--- src/rtl/bcd_conv_arbiter.sv ---
// Shared iterative 8-bit binary-to-BCD engine (shift/add-3) arbitrated among N requesters.
// Define BCD_ARB_FIXED_PRIO_EN for fixed priority; default build is round-robin.
module bcd_conv_arbiter #(
  parameter int N  = 4,
  parameter int PW = 2
) (
  input  logic           clock,
  input  logic           reset_,
  input  logic [N-1:0]   req,
  input  logic [8*N-1:0] x,
  output logic [N-1:0]   gnt,
  output logic [N-1:0]   done,
  output logic [3:0]     a3_a0,
  output logic [3:0]     b3_b0,
  output logic [3:0]     c3_c0,
  output logic           busy
);

  typedef enum logic [1:0] {
    IDLE,
    ADD,
    SHIFT,
    RESULT
  } state_t;

  state_t        st;
  logic [19:0]   s;
  logic [2:0]    count;
  logic [PW-1:0] w;
  logic [PW-1:0] pick;
`ifndef BCD_ARB_FIXED_PRIO_EN
  logic [PW-1:0] ptr;
`endif

  function automatic logic [3:0] add3(input logic [3:0] v);
    return (v >= 4'd5) ? v + 4'd3 : v;
  endfunction

`ifdef BCD_ARB_FIXED_PRIO_EN
  // Lowest asserted index wins; scan high-to-low so the lowest sticks
  always_comb begin
    pick = '0;
    for (int i = N - 1; i >= 0; i--) begin
      if (req[PW'(i)]) pick = PW'(i);
    end
  end
`else
  // First asserted request after the pointer, wrapping at N
  always_comb begin
    logic [PW-1:0] id;
    pick = '0;
    id   = '0;
    for (int k = N; k >= 1; k--) begin
      id = PW'((int'(ptr) + k) % N);
      if (req[id]) pick = id;
    end
  end
`endif

  // Arbitration, operand load, add-3/shift sequencing and handshake close
  always_ff @(posedge clock or posedge reset_) begin
    if (reset_) begin
      st    <= IDLE;
      s     <= '0;
      count <= '0;
      w     <= '0;
      gnt   <= '0;
      done  <= '0;
      a3_a0 <= '0;
      b3_b0 <= '0;
      c3_c0 <= '0;
      busy  <= 1'b0;
`ifndef BCD_ARB_FIXED_PRIO_EN
      ptr   <= PW'(N - 1);
`endif
    end else begin
      unique case (st)
        IDLE: begin
          if (|req) begin
            w     <= pick;
            gnt   <= N'(1) << pick;
            s     <= {12'b0, x[8*pick +: 8]};
            count <= 3'd7;
            busy  <= 1'b1;
            st    <= ADD;
          end
        end
        ADD: begin
          s  <= {add3(s[19:16]), add3(s[15:12]),
                 add3(s[11:8]), s[7:0]};
          st <= SHIFT;
        end
        SHIFT: begin
          s <= {s[18:0], 1'b0};
          if (count == 3'd0) begin
            {a3_a0, b3_b0, c3_c0} <= s[18:7];
            done <= N'(1) << w;
            st   <= RESULT;
          end else begin
            count <= count - 3'd1;
            st    <= ADD;
          end
        end
        RESULT: begin
          if (!req[w]) begin
            done <= '0;
            gnt  <= '0;
            busy <= 1'b0;
`ifndef BCD_ARB_FIXED_PRIO_EN
            ptr  <= w;
`endif
            st   <= IDLE;
          end
        end
        default: st <= IDLE;
      endcase
    end
  end

endmodule

--- config.mk ---
export PLATFORM = sky130hd
export DESIGN_NAME = bcd_conv_arbiter
export DESIGN_NICKNAME = d
export VERILOG_FILES = /design/src/rtl/bcd_conv_arbiter.sv
export SDC_FILE = /design/constraint.sdc
export NUM_CORES = 1
export LEC_CHECK = 0
export CORE_UTILIZATION = 37
export CTS_BUF_LIST = sky130_fd_sc_hd__clkbuf_8
export DETAILED_ROUTE_END_ITERATION = 8
export PLACE_DENSITY = 0.69
export SYNTH_ARGS = -nofsm -noshare
export SYNTH_HDL_FRONTEND = slang
export SYNTH_SLANG_ARGS = --single-unit
--- constraint.sdc ---
create_clock -name clock -period 4.3 [get_ports clock]
set_input_delay 0.86 -clock clock [delete_from_list [all_inputs] [get_ports clock]]
set_output_delay 0.86 -clock clock [all_outputs]
set_load 0.02 [all_outputs]
==> flow_metrics.tcl, run 1 <==
set metrics [dict create \
    syn_avg_cell_area_um2 9.707 \
    fin_cells 444 \
    fin_ws_ps 1512 \
    crit_required_ps 4490 \
    ios 59 \
    overflow 0 \
    grtUsageMet2_pct 27.20 \
    end_kind "flop" \
    grt_max_degree 51 \
    ys_ff_latch 50 \
    track_usage_pct 16.34 \
    cp_slowest_cell "o221ai_2" \
    cpPeakStageDelay_ps 850 \
    vias 2340 \
    root_buffer "clkbuf_8" \
    leakagePower_nw 1.550 \
    min_period_ps 2788 \
    yosysSeqAreaShare_pct 44.69 \
    insertion_delay_ps 310 \
    post_cts_resize_count 0 \
    dr.pass1.iters 4 \
    placementRows 31 \
    die_w_um 89.07 \
    synthDistinctLibCells 49 \
    hold_violations 0 \
    met3_usage_pct 2.770 \
    antenna_found_initial 0 \
    finClkSkew_ps 11.43 \
    hold_buffers 0 \
    cts-htree-levels 2 \
    clk_path_buf_depth 2 \
    yosys_warnings 0 \
    place_area_mm2 0.003465 \
    via_per_inst 5.270 \
    ant_nets 0 \
    clk_pin_slew_ps 100 \
    syn_inst 289 \
    async_flop_share_pct 100.0 \
    ys_dominant_reg_cell "dfrtp_1" \
    synth.most_common_cell "dfrtp_1" \
    busiest_layer "met2" \
    status "complete, no violations" \
    cp_data_arrival_time_ps 2970 \
    wl_um 6064 \
    first_iter_violations 107 \
    routedWlPerCell_um 13.66 \
    cts_tree "yes" \
    maxCapViolations 0 \
    yosysTopAreaCell "dfrtp_1" \
    post_cts_buffers 0 \
    finalCritPeriodShare_pct 64.84 \
    coreArea_mm2 0.007292 \
    rsz0062_at_grt "false" \
    tightest_slew_ps 1118 \
    first_global_vias 2204 \
    max_freq_ghz 0.3587 \
    tns_ps 0 \
    hold_path.class "reg -> reg" \
    setup_viol 0 \
    grt_pass1_wl_um 10140 \
    route.detailed.drc 0 \
    dieArea_mm2 0.007933 \
    syn_nets 339 \
    slew_headroom_pct 25.47 \
    io_buffers 58 \
    placed_cells 436 \
    antennaDiodeCount 0 \
    dp_slack_ps 1141 \
    synth_edf_count 0 \
    clock-sinks 50 \
    netlist_top_cells_count "dfrtp_1, o21ai_0, nand2_1" \
    final_nets 394 \
    path_max_fanout 16 \
    power.density_mw_per_mm2 593.1 \
    drive_above_1_share_pct 7.246 \
    finalInstanceArea_mm2 0.003582 \
    dieHeight_um 89.07 \
    slew_violations 0 \
    syn_area_mm2 0.002805 \
    initial_utilization_pct 38.47 \
    cp-start-kind "primary input" \
    crit_chain "clkdlybuf4s50_1 -> nor2b_1 -> a21oi_1 -> o221ai_2 -> mux2i_1 -> o221ai_1" \
    crit_buf_inv 1 \
    detailed_place_hpwl_um 4487 \
    n_fill_cell 739 \
    area_growth_pct 27.70 \
    met1_usage_pct 21.86 \
    peakVddDrop_mv 0.2866 \
    crit_type "in -> reg" \
    yosysTopAreaCellShare_pct 42.82 \
    crit_family "compound AO/OA/AOI/OAI gates" \
    gp_congestion 0.8175 \
    fin_util_pct 49.12 \
    synth.top_cells.by_area "dfrtp_1, mux2i_1, o21ai_0" \
    cts_buffers 5 \
]
[power by group]
group	leakage (nW)	internal, W	switching, W	total [W]
clock network	0.0563	0.000177	0.000170	0.000347
logic	0.854	0.000436	0.000608	0.00104
registers	0.639	0.000615	0.000119	0.000733
[per-stage QoR]
stage	total power (W)	hold WS [ps]
3_5_place_dp	0.001789	473.2
3_3_place_gp	0.001759	463.8
5_1_grt	0.002302	520.6
4_1_cts	0.002139	495.5
6_report	0.002125	491.1
2_1_floorplan	0.001513	466.5
[worst register-to-register path, stage by stage, from the launching register on]
cell and delay [ps]:
dfrtp_1 440, inv_1 110, ha_1 350, nor2_1 130, a211o_1 400, or3_1 500, a31o_1 260, o211ai_2 50
[cells by family (layout without fill, tap and decap cells)]
kind of cell / after synthesis / after routing / synth area share [%]
adder cells (fa/ha/maj): 12 / 12 / 5.352
buffers and inverters: 36 / 92 / 5.709
AO/OA/AOI/OAI: 100 / 100 / 23.64
flip-flops: 50 / 50 / 44.69
AND/OR/NAND/NOR: 66 / 66 / 11.06
multiplexers: 24 / 24 / 9.233
XOR/XNOR: 1 / 1 / 0.3123
[layout by cell type (no fill, tap or decap), types with 6 or more instances in the layout]
cell	Yosys	layout
nand2_1	31	31
dfrtp_1	48	48
o21ai_0	35	35
o221ai_1	8	7
o2bb2ai_1	6	6
inv_1	22	21
ha_1	12	12
mux2i_1	18	18
o21bai_1	7	7
a31oi_1	13	13
nor2_1	11	11
nand3_1	6	6
clkdlybuf4s50_1	0	58
[flip-flops by register name (all words and copies together), names as in the netlist]
signal / cells
count: 3
c3_c0: 4
busy: 1
b3_b0: 4
done: 4
ptr: 2
st: 2
w: 2
gnt: 4
s: 20
a3_a0: 4
[worst paths after layout]
check | slack, ps | startpoint | cells after the start | end
worst min-delay path | 490 | done[3]$_DFFE_PP0P_ | 2 | done[3]$_DFFE_PP0P_
min in group asynchronous | 1100 | reset_ | 2 | c3_c0[0]$_DFFE_PP0P_
worst min register to register | 490 | done[3]$_DFFE_PP0P_ | 2 | done[3]$_DFFE_PP0P_
max in group asynchronous | 2560 | reset_ | 2 | a3_a0[3]$_DFFE_PP0P_
worst max-delay path | 1510 | req[3] | 6 | s[6]$_DFFE_PP0P_
worst max register to register | 1980 | st[0]$_DFFE_PP0P_ | 7 | s[0]$_DFFE_PP0P_
[routing by layer]
| metal | vias to the layer above | routed length (um) |
|---|---|---|
| li1 | 1157 | - |
| met1 | 1138 | 2887 |
| met2 | 39 | 2946 |
| met3 | 6 | 178 |
| met4 | 0 | 53 |
| met5 | - | 0 |
[layout make-up]
type,count,area (um^2),share of cell area [%]
Clock inverter,3,48.80,1.362
Clock buffer,5,68.82,1.921
Timing Repair Buffer,61,603.1,16.84
Inverter,23,86.33,2.410
Multi-Input combinational cell,203,1398,39.01
Sequential cell,50,1254,35.00
Tap cell,99,123.9,3.458
No activity file was read; power rests on OpenSTA's default activity.
==> run 2, diff against run 1 <==
PLACE_DENSITY = 0.71   (was 0.69)
clock period = 2.5 ns   (was 4.3 ns; I/O delays follow)
==> flow_metrics.tcl, run 2 (synthesis results as in run 1) <==
set metrics [dict create \
    status "complete, no violations" \
    wl_um 6252 \
    wl_met3_um 243 \
    cp-start-kind "primary input" \
    end_kind "flop" \
    vias 2370 \
    root_buffer "clkbuf_8" \
    clk_path_buf_depth 2 \
    clock-sinks 50 \
    setup_viol 0 \
    p_total_w 0.003661 \
    power.density_mw_per_mm2 1004 \
    antennaDiodeCount 0 \
    post_cts_resize_count 0 \
    finClkSkew_ps 17.92 \
    dieArea_mm2 0.007933 \
    top_layer "met4" \
    finalCritPeriodShare_pct 86.34 \
    post_cts_buffers 0 \
    via_per_inst 5.255 \
    cts-htree-levels 2 \
    placed_cells 443 \
    ios 59 \
    crit_chain "clkdlybuf4s50_1 -> nor4_2 -> buf_4 -> a211o_1 -> or3_1 -> a31o_1 -> o211ai_2" \
    detailed_place_hpwl_um 4512 \
    routedWlPerCell_um 13.86 \
    insertion_delay_ps 310 \
    area_growth_pct 30.02 \
    top_register "s" \
    final_nets 401 \
    max_freq_ghz 0.4633 \
    layout.cells.most_common "clkdlybuf4s50_1" \
    tns_ps 0 \
    path_max_fanout 8 \
    clk_pin_slew_ps 100 \
    largest_register_ffs 20 \
    slew_violations 0 \
    leakagePower_nw 1.591 \
    tightest_slew_ps 499.7 \
    slew_headroom_pct 66.58 \
    maxCapViolations 0 \
    wl_met2_um 2938 \
    hold_path.class "reg -> reg" \
    cts_buffers 5 \
    initial_utilization_pct 38.47 \
    io_buffers 58 \
    crit_type "in -> reg" \
    cp_data_arrival_time_ps 2390 \
    rsz0062_at_grt "false" \
    layout_common_cells "clkdlybuf4s50_1, dfrtp_1, o21ai_0" \
    min_from "a3_a0[2]$_DFFE_PP0P_" \
    hold_violations 0 \
    cpPeakStageDelay_ps 570 \
    route.detailed.drc 0 \
    peakVddDrop_mv 0.4491 \
    r2r_start "st[0]$_DFFE_PP0P_" \
    cp_slowest_cell "clkdlybuf4s50_1" \
    wl_met1_um 3015 \
    cts_tree "yes" \
    first_iter_violations 82 \
    overflow 0 \
    hold_buffers 0 \
    gp_congestion 0.7588 \
    dieHeight_um 89.07 \
    fin_cells 451 \
    track_usage_pct 16.80 \
    first_global_vias 2318 \
    ant_nets 0 \
    placementRows 31 \
    antenna_found_initial 0 \
    min_period_ps 2158 \
    drive_above_1_share_pct 9.091 \
    grt_pass1_wl_um 10430 \
    die_w_um 89.07 \
    grt_max_degree 51 \
    crit_required_ps 2730 \
    crit_path_start "req[3]" \
    coreArea_mm2 0.007292 \
    dr.pass1.iters 4 \
]
==> run 2: cell types whose count changed in the layout (fill, tap and decap cells not counted) <==
| cell | delta |
|---|---|
| buf_12 | +2 |
| buf_4 | +5 |
| bufinv_16 | -1 |
| clkbuf_8 | +2 |
| clkinv_4 | +1 |
| clkinvlp_4 | -1 |
| inv_8 | -1 |
==> run 2: worst max-delay path: cells and delay by family <==
kind	cells	cell delay, ps
buffers and inverters	2	720
and+or+nand+nor	2	540
AOI/OAI and AO/OA	3	630
==> run 2: final cells by class <==
cell class | instances | area (um^2)
Fill cell | 688 | 3645
Sequential cell | 50 | 1254
Multi-Input combinational cell | 203 | 1398
Clock inverter | 1 | 8.758
Tap cell | 99 | 123.9
Timing Repair Buffer | 68 | 680.7
Inverter | 23 | 86.33
Clock buffer | 7 | 96.34
==> run 2: final timing paths <==
check / slack [ps] / end / cells past startpoint
min reg2reg: 490 / a3_a0[2]$_DFFE_PP0P_ / 2
min: 490 / a3_a0[2]$_DFFE_PP0P_ / 2
max: 340 / s[0]$_DFFE_PP0P_ / 7
max in group asynchronous: 1670 / ptr[0]$_DFFE_PP1P_ / 3
min in group asynchronous: 530 / b3_b0[2]$_DFFE_PP0P_ / 3
max reg2reg: 400 / s[0]$_DFFE_PP0P_ / 7
==> run 2: where the power goes <==
group,switching [W],total (W),internal [W]
Sequential,0.000205,0.00126,0.00106
Clock,0.000279,0.000533,0.000254
Combinational,0.00107,0.00187,0.000799
==> run 2: through the flow <==
step / utilization, % / setup slack [ps] / hold WS [ps] / cell area (um^2)
6_report: 50.02 / 341.6 / 488.3 / 3647
5_1_grt: 50.02 / 276.5 / 519.6 / 3647
4_1_cts: 50.02 / 346.7 / 495.3 / 3647
3_5_place_dp: 48.58 / 26.01 / 471.8 / 3542
3_3_place_gp: 48.58 / 74.07 / 462.3 / 3542
2_1_floorplan: - / 524.1 / 466.5 / 2805
==> run 2: per-layer routing <==
layer	vias to the layer above	track usage, %
met5	-	0
met4	0	4.473
met3	7	2.770
met2	55	27.69
met1	1136	23.05
li1	1172	-
==> run 3, diff against run 2 <==
SETUP_SLACK_MARGIN = 0.02   (was unset)
SKIP_LAST_GASP = 1   (was unset)
==> results of run 3 <==
The final DEF is identical to that of run 2; final timing and power are the same.
